**src/rtl/gray_bin_converter.sv**
```systemverilog
// rtl/gray_bin_converter.sv - registered Gray<->binary converter with Gray single-step checker
// One-deep output register with valid/ready handshake; optional step checker and error counter.
module gray_bin_converter #(
  parameter int WIDTH    = 8,
  parameter int CNT_W    = 8,
  parameter int CHECK_EN = 1
) (
  input  logic             clk,
  input  logic             rst_n,
  input  logic             in_valid,
  output logic             in_ready,
  input  logic [WIDTH-1:0] in_data,
  input  logic             in_mode,
  output logic             out_valid,
  input  logic             out_ready,
  output logic [WIDTH-1:0] out_data,
  output logic             out_mode,
  output logic             step_err,
  output logic [CNT_W-1:0] err_count,
  input  logic             clr_err
);

  logic             accept;
  logic [WIDTH-1:0] conv_data;

  function automatic logic [WIDTH-1:0] gray_to_bin(input logic [WIDTH-1:0] g);
    logic [WIDTH-1:0] b;
    b[WIDTH-1] = g[WIDTH-1];
    for (int i = WIDTH - 2; i >= 0; i--) begin
      b[i] = g[i] ^ b[i+1];
    end
    return b;
  endfunction

  assign in_ready  = !out_valid || out_ready;
  assign accept    = in_valid && in_ready;
  assign conv_data = in_mode ? (in_data ^ (in_data >> 1)) : gray_to_bin(in_data);

  // Output beat register; data holds whenever no new word is accepted.
  always_ff @(posedge clk or negedge rst_n) begin
    if (!rst_n) begin
      out_valid <= 1'b0;
      out_data  <= '0;
      out_mode  <= 1'b0;
    end else if (accept) begin
      out_valid <= 1'b1;
      out_data  <= conv_data;
      out_mode  <= in_mode;
    end else if (out_ready) begin
      out_valid <= 1'b0;
    end
  end

  generate
    if (CHECK_EN != 0) begin : g_check
      localparam logic [WIDTH-1:0] W_ONE   = WIDTH'(1);
      localparam logic [CNT_W-1:0] C_ONE   = CNT_W'(1);
      localparam logic [CNT_W-1:0] CNT_MAX = '1;

      logic [WIDTH-1:0] prev_gray;
      logic             prev_vld;
      logic [CNT_W-1:0] cnt;
      logic             err_q;
      logic [WIDTH-1:0] diff;
      logic             single_step;
      logic             flag;

      // Exactly one differing bit: nonzero and a power of two.
      assign diff        = in_data ^ prev_gray;
      assign single_step = (diff != '0) && ((diff & (diff - W_ONE)) == '0);
      assign flag        = !in_mode && prev_vld && !single_step;

      always_ff @(posedge clk or negedge rst_n) begin
        if (!rst_n) begin
          prev_gray <= '0;
          prev_vld  <= 1'b0;
          cnt       <= '0;
          err_q     <= 1'b0;
        end else begin
          if (accept) begin
            err_q <= flag;
          end
          if (clr_err) begin
            cnt <= '0;
          end else if (accept && flag && cnt != CNT_MAX) begin
            cnt <= cnt + C_ONE;
          end
          // A Gray accept reloads history even when a clear arrives in the same cycle.
          if (accept && !in_mode) begin
            prev_gray <= in_data;
            prev_vld  <= 1'b1;
          end else if (accept || clr_err) begin
            prev_vld  <= 1'b0;
          end
        end
      end

      assign step_err  = err_q;
      assign err_count = cnt;
    end else begin : g_nocheck
      assign step_err  = 1'b0;
      assign err_count = '0;
    end
  endgenerate

endmodule

```
**config.mk**
```make
export PLATFORM = sky130hd
export DESIGN_NAME = gray_bin_converter
export DESIGN_NICKNAME = d
export VERILOG_FILES = /design/src/rtl/gray_bin_converter.sv
export SDC_FILE = /design/constraint.sdc
export NUM_CORES = 1
export LEC_CHECK = 0
export CORE_MARGIN = 8
export CORE_UTILIZATION = 54
export DETAILED_ROUTE_END_ITERATION = 12
export PLACE_DENSITY = 0.89
export SLEW_MARGIN = 20
export SYNTH_ARGS = -nofsm -noshare
export SYNTH_HDL_FRONTEND = slang
export SYNTH_SLANG_ARGS = --single-unit
```
**constraint.sdc**
```tcl
create_clock -name clk -period 2.9 [get_ports clk]
set_clock_uncertainty 0.1 [all_clocks]
set_input_delay 0.29 -clock clk [delete_from_list [all_inputs] [get_ports clk]]
set_output_delay 0.29 -clock clk [all_outputs]
set_load 0.02 [all_outputs]
```
==> metrics.md, run 1 <==
| Metric | Value |
|---|---|
| Outcome | `completed` |
| Busiest grt layer | `met2` |
| Worst setup startpoint | `in_data[1]` |
| Final #Nets | `196` |
| Leakage | `0.7858 nW` |
| Worst setup SP type | `input pin` |
| First-pass GRT wire length | `5837 um` |
| Clock slew seen by the registers of the worst setup and hold paths | `0.15 ns` |
| Post-Syn Instances | `146` |
| Clk_lat worst skew | `0.34 ns` |
| Crit Reg-Reg Startpoint | `g_check.prev_gray[1]` |
| Chip height | `69.52 um` |
| CP endpoint kind | `register` |
| RSZ-0062 raised after global routing | `false` |
| Leading area contributor after synthesis | `dfrtp_1` |
| Resized cells post-CTS | `0` |
| Ys flop type | `dfrtp_1` |
| Seq/Total Area, Yosys | `0.4531` |
| Post-synth net total | `161` |
| Peak supply drop | `0.3932 mV` |
| CP arrival | `2.45 ns` |
| Cells on worst reg2reg path | `6` |
| Worst min path class | `input pin to async pin` |
| Adder-cell area share of the yosys netlist | `0.008091` |
| Worst-Margin Slew | `0.5190 ns` |
| Synthesized area per cell | `10.59 um2` |
| Area grow syn2layout | `24.11%` |
| CTS Buffer Depth | `2` |
| Ant. Diodes | `0` |
| DRC viols | `0` |
| Clock Power Share | `0.172` |
| Max_slew headroom | `0.6515` |
| Main combinational cell family by area after synthesis | `XOR/XNOR gates` |
| Post CTS Setup Buffer Count | `0` |
| Setup Viol. Count Final | `0` |
| Num CTS Buffers | `3` |
| GR Layer Usage met3 | `0.02289` |
| Async set-reset flop share out of synthesis | `1.000` |
| Mux cell area share after synthesis | `0.07282` |
| Drt first pass iters | `4` |
| Post-Synth Simple-Gate Area | `0.1351` |
| Core box area | `2734 um2` |
| Critical Path RT | `3.06 ns` |
| Synth top area share | `0.4531` |
| FF+latch count, synth | `28` |
| GRT Total Usage | `0.1429` |
| Crit path kind | `input pin to register` |
| Critical Path End | `err_count[6]` |
| Die ar. | `4832 um2` |
| Initial drt markers | `58` |
| Max-cap violations | `0` |
| Vias in the first global route | `1,192` |
| Final hold viol count | `0` |
| Synth top cells by count | `dfrtp_1 (28), nand2_1 (16), xnor2_1 (16), o21ai_0 (12), mux2_2 (10)` |
| Sw frac | `0.3200` |
| Largest net degree at the start of global routing | `29` |
| Post-synth EDFFs | `0` |
| Initial Utilization | `0.5657` |
| DIE WIDTH | `69.52 um` |
| Max Fclk | `0.4375 GHz` |
| Synth Area in Compound Gates | `0.1367` |
| Synth Area in XOR/XNOR | `0.1553` |
| Initial antenna violation count | `0` |
| Sink Count | `28` |
| GRT met2 Usage | `0.2387` |
| Reg-to-Reg End | `err_count[6]` |
| Netlist cell types | `40` |
| Combinational share of power | `0.333` |
| Row Count | `19` |
| Port bufs | `33` |
| Hold_buf cts | `0` |
| Post-layout min period | `2.286 ns` |
| DP HPWL | `2663 um` |
| Layout cells sized above 1 | `0.1341` |
| Switch Pwr | `0.0003048 W` |
| Post-Syn Area | `1546 um2` |
| DRT Wirelength | `3376 um` |
| Fillers | `205` |
| Total power | `0.0009526 W` |
| CTS Root Cell | `clkbuf_4` |
| TNS Setup | `0 ns` |
| Final setup margin | `0.6143 ns` |
| Power density over cell area | `496.3 nW/um2` |
| Vias per Instance | `5.743` |
| Grt ovf | `0` |
| WL/cell | `16.08 um` |
| Final Wtd Congestion | `0.9042` |
| Top fanout value on the critical path | `13` |
| CTS tree | `yes` |
| Final Core Density | `0.7021` |
| Sequential Power Share | `0.496` |
| Largest cells by area after synthesis | `dfrtp_1 (45%), xnor2_1 (9.1%), mux2_2 (7.3%), xor2_1 (4.0%), o21ai_0 (3.9%)` |
| Fin crit share | `0.7882` |
| Via count | `1,206` |
| Antenna Nets Post-Route | `0` |
| IO Pins | `34` |
| Reg2reg setup slack | `0.67 ns` |
| Synth warnings | `0` |
| Slew Viols, Final | `0` |
| Int Pwr | `0.0006477 W` |
| Met1 Usage GRT | `0.1678` |
| Pre-CTS setup slack | `0.2807 ns` |
| CTS HTree Levels | `1` |
| Most frequent cell after synthesis | `dfrtp_1` |
worst min-delay path by stage:
| stage | startpoint | end | slack (ns) |
|---|---|---|---|
| after floorplan | rst_n | err_count[0] | -0.11 |
| after global placement | out_data[3] | out_data[3] | 0.36 |
| after detailed placement | out_data[4] | out_data[4] | 0.37 |
| after CTS | rst_n | g_check.prev_gray[0] | 0.24 |
| after global routing | rst_n | g_check.prev_gray[4] | 0.27 |
| final | rst_n | g_check.prev_gray[6] | 0.22 |
flip-flops by register name, summed over array words and instances (netlist names):
register           cells
out_data               8
out_valid              1
err_count              8
step_err               1
g_check.prev_gray      8
out_mode               1
g_check.prev_vld       1
routing by layer:
| metal | part of all wire | wire length (um) |
|---|---|---|
| met1 | 0.43 | 1460 |
| met2 | 0.49 | 1671 |
| met3 | 0.046 | 154 |
| met4 | 0.026 | 89 |
| met5 | 0 | 0 |
cell type report:
class	instances	area, um2	area share
Clock buffer	3	22.52	0.01173
Inverter	3	11.26	0.005867
Multi-Input combinational cell	108	785.8	0.4094
Sequential cell	28	700.7	0.3651
Tap cell	31	38.79	0.02021
Timing Repair Buffer	37	360.3	0.1877
kinds of logic (layout without fill, tap and decap cells):
family	after synthesis	count (layout)
adders and majority gates	1	1
muxes	10	10
xor gates and xnor gates	25	25
DFF	28	28
and+or+nand+nor	39	39
AOI/OAI and AO/OA	33	33
buffers and inverters	10	43
placed cells by master, fill, tap and decap left out, types with 2 or more instances in the layout:
| cell type | instances |
|---|---|
| a21oi_1 | 8 |
| buf_4 | 4 |
| clkbuf_4 | 3 |
| clkdlybuf4s50_1 | 33 |
| dfrtp_1 | 28 |
| inv_1 | 3 |
| mux2_2 | 10 |
| nand2_1 | 16 |
| nand3_1 | 3 |
| nand4_1 | 2 |
| nor2_1 | 3 |
| o211ai_1 | 2 |
| o21ai_0 | 12 |
| o31ai_1 | 2 |
| or3_1 | 4 |
| or4_1 | 2 |
| xnor2_1 | 16 |
| xor2_1 | 7 |
power groups by stage:
| stage | Clock (W) | Sequential (W) | Combinational, W |
|---|---|---|---|
| floorplan | 0 | 0.000509 | 0.000171 |
| global placement | 0 | 0.000475 | 0.000309 |
| detailed placement | 0 | 0.000481 | 0.000320 |
| CTS | 0.000164 | 0.000472 | 0.000320 |
| global route | 0.000174 | 0.000479 | 0.000342 |
| finish | 0.000164 | 0.000472 | 0.000317 |
critical path: stages:
cell	delay [ns]
clkdlybuf4s50_1	0.49
xnor2_1	0.32
and4_4	0.28
a2111oi_2	0.06
a21o_1	0.29
or4_1	0.53
a21oi_1	0.18
per-stage QoR:
stage / instance area [um2] / cells / hold WS (ns)
CTS: 1919 / 210 / 0.2423
global placement: 1897 / 207 / 0.3591
floorplan: 1546 / 146 / -0.1056
global route: 1919 / 210 / 0.2716
finish: 1919 / 210 / 0.2203
detailed placement: 1897 / 207 / 0.3719
(Power assumes the default switching activity.)
==> run 2, diff against run 1 <==
CORE_UTILIZATION = 45   (was 54)
PLACE_DENSITY = 0.79   (was 0.89)
clock period = 1.9 ns   (was 2.9 ns; I/O delays follow)
==> run 2 against run 1 <==
The run now ends with negative setup slack left. Core utilization fell by 1.2 points. Largest cell class unchanged. Final cell count rose by 21%. Clock-buffer cell count rose by 1. Register-to-register slack got worse by 0.82 ns. Die area rose by 15%. Critical path depth did not move.
==> metrics.md, run 2 (synthesis gave the netlist of run 1 again) <==
| Metric | Value |
|---|---|
| Clk_lat worst skew | `0.33 ns (was 0.34 ns)` |
| Die ar. | `5568 um2 (was 4832 um2)` |
| DRT Wirelength | `4014 um (was 3376 um)` |
| Layout cells sized above 1 | `0.3606 (was 0.1341)` |
| Failing checks | `negative setup slack` |
| Num CTS Buffers | `3 (unchanged)` |
| Power density over cell area | `702.3 nW/um2 (was 496.3 nW/um2)` |
| Clock slew seen by the registers of the worst setup and hold paths | `0.15 ns (about the same)` |
| Row Count | `21 (was 19)` |
| CTS Buffer Depth | `2 (unchanged)` |
| Worst setup SP type | `register (was input pin)` |
| Chip height | `74.62 um (was 69.52 um)` |
| Outcome | `finished, violations left (was completed)` |
| Top fanout value on the critical path | `6 (was 13)` |
| Critical Path RT | `2.07 ns (was 3.06 ns)` |
| DP HPWL | `2933 um (was 2663 um)` |
| Max Fclk | `0.4881 GHz` |
| Final #Nets | `224 (was 196)` |
| Slew Viols, Final | `0 (unchanged)` |
| Fin crit share | `1.078` |
| CTS HTree Levels | `1 (unchanged)` |
| Initial drt markers | `102 (was 58)` |
| Sink Count | `28 (unchanged)` |
| Int Pwr | `0.001093 W (was 0.0006477 W)` |
| CTS Root Cell | `clkbuf_4 (unchanged)` |
| Clock Power Share | `0.188 (was 0.172)` |
| Final setup margin | `-0.1488 ns (was 0.6143 ns)` |
| Peak supply drop | `0.3592 mV (was 0.3932 mV)` |
| Sw frac | `0.3185 (was 0.3200)` |
| CP endpoint kind | `register (unchanged)` |
| Switch Pwr | `0.0005111 W (was 0.0003048 W)` |
| Cell Count, Final, Fillers Out | `254 (was 210)` |
| Hold Slack | `0.1074 ns (was 0.2203 ns)` |
| Combinational share of power | `0.359 (was 0.333)` |
| Initial antenna violation count | `0 (unchanged)` |
| First-pass GRT wire length | `6437 um (was 5837 um)` |
| WL/cell | `15.80 um (was 16.08 um)` |
| IO Pins | `34 (unchanged)` |
| Largest net degree at the start of global routing | `29 (unchanged)` |
| Final hold viol count | `0 (unchanged)` |
| Initial Utilization | `0.4671 (was 0.5657)` |
| Most frequent cells in the layout | `clkdlybuf4s50_1 (33), buf_4 (30), dfrtp_1 (23) (was clkdlybuf4s50_1 (33), dfrtp_1 (28), xnor2_1 (16), nand2_1 (16), o21ai_0 (12))` |
| Via count | `1,328 (was 1,206)` |
| Port bufs | `33 (unchanged)` |
| Total power | `0.001605 W (was 0.0009526 W)` |
| Vias in the first global route | `1,340 (was 1,192)` |
| CP arrival | `2.22 ns (was 2.45 ns)` |
| Max-cap violations | `0 (unchanged)` |
| Setup Viol. Count Final | `7 (was 0)` |
| Max_slew headroom | `0.7367 (was 0.6515)` |
| DIE WIDTH | `74.62 um (was 69.52 um)` |
| Sequential Power Share | `0.453 (was 0.496)` |
| Final Wtd Congestion | `0.8287 (was 0.9042)` |
| RSZ-0062 raised after global routing | `true (was false)` |
| Vias per Instance | `5.228 (was 5.743)` |
| Area grow syn2layout | `47.73% (was 24.11%)` |
| Ant. Diodes | `0 (unchanged)` |
| Drt first pass iters | `4 (unchanged)` |
| Worst-Margin Slew | `0.3915 ns (was 0.5190 ns)` |
| Cells after DPL | `248 (was 207)` |
| Grt ovf | `0 (unchanged)` |
| Antenna Nets Post-Route | `0 (unchanged)` |
| CTS tree | `yes (unchanged)` |
| Most common cell after layout, fill and taps aside | `clkdlybuf4s50_1 (unchanged)` |
| Crit path kind | `register to register (was input pin to register)` |
| GRT Total Usage | `0.1469 (was 0.1429)` |
| Pre-CTS setup slack | `-0.5080 ns (was 0.2807 ns)` |
| Post-layout min period | `2.049 ns` |
| Fillers | `257 (was 205)` |
| DRC viols | `0 (unchanged)` |
| Worst min path class | `input pin to async pin (unchanged)` |
| Core box area | `3311 um2 (was 2734 um2)` |
| Leakage | `0.9753 nW (was 0.7858 nW)` |
[run 2: changes by cell type in the layout (fill, tap and decap cells not counted), moves of 5 or more]
cell     previous run  this run
xnor2_1            16         8
xnor2_2             1         9
dfrtp_2             0         5
dfrtp_1            28        23
buf_4               4        30
[run 2: area by class of cell]
cell class	instances	area, um2	area share
clock buffer	4	36.28	0.01588
inverter	3	11.26	0.004929
multi-input combinational	108	894.6	0.3916
sequential	28	706.9	0.3094
tap	46	57.56	0.02519
timing repair buffer	65	578.1	0.2530
[run 2: power by group through the flow]
stage / registers, W / logic [W] / clock network, W
2_1_floorplan: 0.000778 / 0.000263 / 0
3_3_place_gp: 0.000724 / 0.000509 / 0
3_5_place_dp: 0.000732 / 0.000530 / 0
4_1_cts: 0.000729 / 0.000564 / 0.000309
5_1_grt: 0.000739 / 0.000615 / 0.000333
6_report: 0.000727 / 0.000576 / 0.000301
[run 2: critical path: stages, from the launching register on]
cell and delay [ns]:
dfrtp_1 0.45, xnor2_2 0.23, and4_4 0.27, a2111oi_2 0.05
a21o_2 0.26, buf_6 0.13, or3_1 0.35, a21oi_1 0.15
[run 2: what timing repair did]
action                                  4_1_cts  5_1_grt
gates resized for setup                      15        6
setup buffers                                 2        0
pin swaps                                     6        9
hold buffers                                  0        0
endpoints found under the setup margin        8       11
[run 2: layer usage]
| metal | vias up | routed length, um | track usage |
|---|---|---|---|
| li1 | 637 | - | - |
| met2 | 31 | 2160 | 0.2527 |
| met5 | - | 0 | 0 |
| met1 | 656 | 1670 | 0.1864 |
| met4 | 0 | 57 | 0.05870 |
| met3 | 4 | 125 | 0.009321 |
[run 2: through the flow]
| step | instance area (um2) | TNS, ns | utilization |
|---|---|---|---|
| after detailed placement | 2126 | -4.383 | 0.6421 |
| final | 2285 | -0.8605 | 0.6901 |
| after global routing | 2285 | -2.112 | 0.6901 |
| after floorplan | 1563 | 0 | - |
| after global placement | 2126 | -3.372 | 0.6421 |
| after CTS | 2263 | -0.5288 | 0.6837 |
[run 2: path summary, 6_finish.rpt]
kind | start | endpoint | slack [ns] | depth (start not counted)
max | g_check.prev_gray[0] | err_count[0] | -0.15 | 7
min reg2reg | out_data[4] | out_data[4] | 0.40 | 2
min | rst_n | out_mode | 0.11 | 2
max reg2reg | g_check.prev_gray[0] | err_count[0] | -0.15 | 7
min in group clk | in_valid | out_valid | 0.38 | 3
max in group asynchronous | rst_n | err_count[0] | 1.30 | 2
==> run 3, diff against run 2 <==
PLACE_DENSITY = 0.85   (was 0.79)
==> run 3 against run 2 <==
The run still ends with negative setup slack left. Combinational power rose by 7.1%. Wire length rose by 2.4%. Design area rose by 0.93%. First-iteration DRC count rose by 33%. Worst hold slack improved by 0.0079 ns. Clock-buffer cell count did not move. Sequential power barely moved. Critical path depth did not move. Register-to-register slack got worse by 0.09 ns. Core utilization rose by 0.64 points. Worst setup slack got worse by 0.091 ns.
==> metrics.md, run 3 (synthesis gave the netlist of run 1 again) <==
| Metric | Value |
|---|---|
| Outcome | `finished, violations left (unchanged)` |
| Failing checks | `negative setup slack (unchanged)` |
| Sink Count | `28 (unchanged)` |
| Core box area | `3311 um2 (unchanged)` |
| Max_slew headroom | `0.7355 (was 0.7367)` |
| Clock slew seen by the registers of the worst setup and hold paths | `0.15 ns (about the same)` |
| Final hold viol count | `0 (unchanged)` |
| Initial drt markers | `136 (was 102)` |
| Peak supply drop | `0.4551 mV (was 0.3592 mV)` |
| Vias per Instance | `5.352 (was 5.228)` |
| Crit Reg-Reg Startpoint | `g_check.prev_gray[4] (was g_check.prev_gray[0])` |
| Initial Utilization | `0.4671 (unchanged)` |
| Slew Viols, Final | `0 (unchanged)` |
| Fillers | `243 (was 257)` |
| Num CTS Buffers | `3 (unchanged)` |
| Die ar. | `5568 um2 (unchanged)` |
| Worst min path class | `input pin to async pin (unchanged)` |
| Combinational share of power | `0.377 (was 0.359)` |
| Post-layout min period | `2.140 ns (was 2.049 ns)` |
| Most common cell after layout, fill and taps aside | `clkdlybuf4s50_1 (unchanged)` |
| CP endpoint kind | `register (unchanged)` |
| Clock Power Share | `0.178 (was 0.188)` |
| Final #Nets | `226 (was 224)` |
| Final Wtd Congestion | `0.8063 (was 0.8287)` |
| CTS HTree Levels | `1 (unchanged)` |
| IO Pins | `34 (unchanged)` |
| CTS tree | `yes (unchanged)` |
| CP arrival | `2.31 ns (was 2.22 ns)` |
| Fin crit share | `1.126 (was 1.078)` |
| Drt first pass iters | `4 (unchanged)` |
| DRC viols | `0 (unchanged)` |
| Vias in the first global route | `1,372 (was 1,340)` |
| Final Core Density | `0.6965 (was 0.6901)` |
| Final setup margin | `-0.2400 ns (was -0.1488 ns)` |
| Int Pwr | `0.001107 W (was 0.001093 W)` |
| Layout cells sized above 1 | `0.3476 (was 0.3606)` |
| Initial antenna violation count | `0 (unchanged)` |
| RSZ-0062 raised after global routing | `true (unchanged)` |
| GRT Total Usage | `0.1543 (was 0.1469)` |
| Hold Slack | `0.1153 ns (was 0.1074 ns)` |
| Leakage | `0.9972 nW (was 0.9753 nW)` |
| DRT Wirelength | `4111 um (was 4014 um)` |
| Final Cell Area | `2306 um2 (was 2285 um2)` |
| Power density over cell area | `708.9 nW/um2 (was 702.3 nW/um2)` |
| DP HPWL | `2903 um (was 2933 um)` |
| Worst-Margin Slew | `0.3958 ns (was 0.3915 ns)` |
| DIE WIDTH | `74.62 um (unchanged)` |
| Hold_buf cts | `0 (unchanged)` |
| Via count | `1,370 (was 1,328)` |
| Grt ovf | `0 (unchanged)` |
| Port bufs | `33 (unchanged)` |
| Sw frac | `0.3226 (was 0.3185)` |
| Sequential Power Share | `0.444 (was 0.453)` |
| Largest net degree at the start of global routing | `29 (unchanged)` |
| Max-cap violations | `0 (unchanged)` |
| Area grow syn2layout | `49.11% (was 47.73%)` |
| First-pass GRT wire length | `6734 um (was 6437 um)` |
| Worst setup SP type | `register (unchanged)` |
| WL/cell | `16.06 um (was 15.80 um)` |
| Ant. Diodes | `0 (unchanged)` |
| Crit path kind | `register to register (unchanged)` |
| Switch Pwr | `0.0005273 W (was 0.0005111 W)` |
| Setup Viol. Count Final | `9 (was 7)` |
| Cell Area, Placed | `2126 um2 (unchanged)` |
| Worst setup startpoint | `g_check.prev_gray[4] (was g_check.prev_gray[0])` |
| Antenna Nets Post-Route | `0 (unchanged)` |
| Total power | `0.001635 W (was 0.001605 W)` |
| Max Fclk | `0.4673 GHz (was 0.4881 GHz)` |
| Most frequent cells in the layout | `clkdlybuf4s50_1 (33), buf_4 (29), dfrtp_1 (23) (was clkdlybuf4s50_1 (33), buf_4 (30), dfrtp_1 (23))` |
| Row Count | `21 (unchanged)` |
| Critical Path RT | `2.07 ns (about the same)` |
| Clk_lat worst skew | `0.33 ns (about the same)` |
| CTS Buffer Depth | `2 (unchanged)` |
| Chip height | `74.62 um (unchanged)` |
| Top fanout value on the critical path | `4 (was 6)` |
| CTS Root Cell | `clkbuf_4 (unchanged)` |
==> run 3: layer usage <==
layer | global-route usage | vias up | part of all wire
li1 | - | 649 | -
met1 | 0.1950 | 669 | 0.43
met2 | 0.2652 | 44 | 0.51
met3 | 0.01198 | 8 | 0.039
met4 | 0.06087 | 0 | 0.021
met5 | 0 | - | 0
==> run 3: repair_timing <==
action	4_1_cts	5_1_grt
endpoints found under the setup margin	9	11
gates cloned	1	0
resized for setup	15	5
setup buffers	2	1
pin swaps	7	6
==> run 3: power groups by stage <==
stage                     logic (W)  clock network, W  registers, W
after global placement     0.000510                 0      0.000725
final                      0.000617          0.000291      0.000726
after detailed placement   0.000528                 0      0.000732
after floorplan            0.000263                 0      0.000778
after CTS                  0.000591          0.000302      0.000726
after global routing       0.000651          0.000323      0.000736
==> run 3: cell type report <==
| type | instances | area [um2] | area share |
|---|---|---|---|
| Clock buffer | 4 | 36.28 | 0.01574 |
| Inverter | 3 | 11.26 | 0.004883 |
| Multi-Input combinational cell | 109 | 900.9 | 0.3907 |
| Sequential cell | 28 | 706.9 | 0.3066 |
| Tap cell | 46 | 57.56 | 0.02496 |
| Timing Repair Buffer | 66 | 593.1 | 0.2572 |
==> run 3: worst max-delay path, cell delays in order (launching register included) <==
cell and delay [ns]:
dfrtp_1 0.44, xnor2_2 0.16, o211ai_1 0.29, a2111oi_4 0.13
buf_4 0.16, a21o_1 0.18, or4_1 0.49, a21oi_2 0.14
==> run 3: stage by stage <==
stage | std cells | TNS, ns | setup WS [ns]
floorplan | 146 | 0 | 0.005382
global placement | 248 | -3.595 | -0.3850
detailed placement | 248 | -4.633 | -0.4995
CTS | 255 | -0.8197 | -0.1544
global route | 256 | -2.198 | -0.3156
finish | 256 | -1.473 | -0.2400
==> run 3: final timing paths <==
kind                       cells after the start              endpoint  slack (ns)
max                                            7          err_count[6]       -0.24
max reg2reg                                    7          err_count[6]       -0.24
min                                            2  g_check.prev_gray[0]        0.12
min reg2reg                                    2           out_data[4]        0.39
min in group clk                               3             out_valid        0.37
max in group asynchronous                      2          err_count[0]        1.30
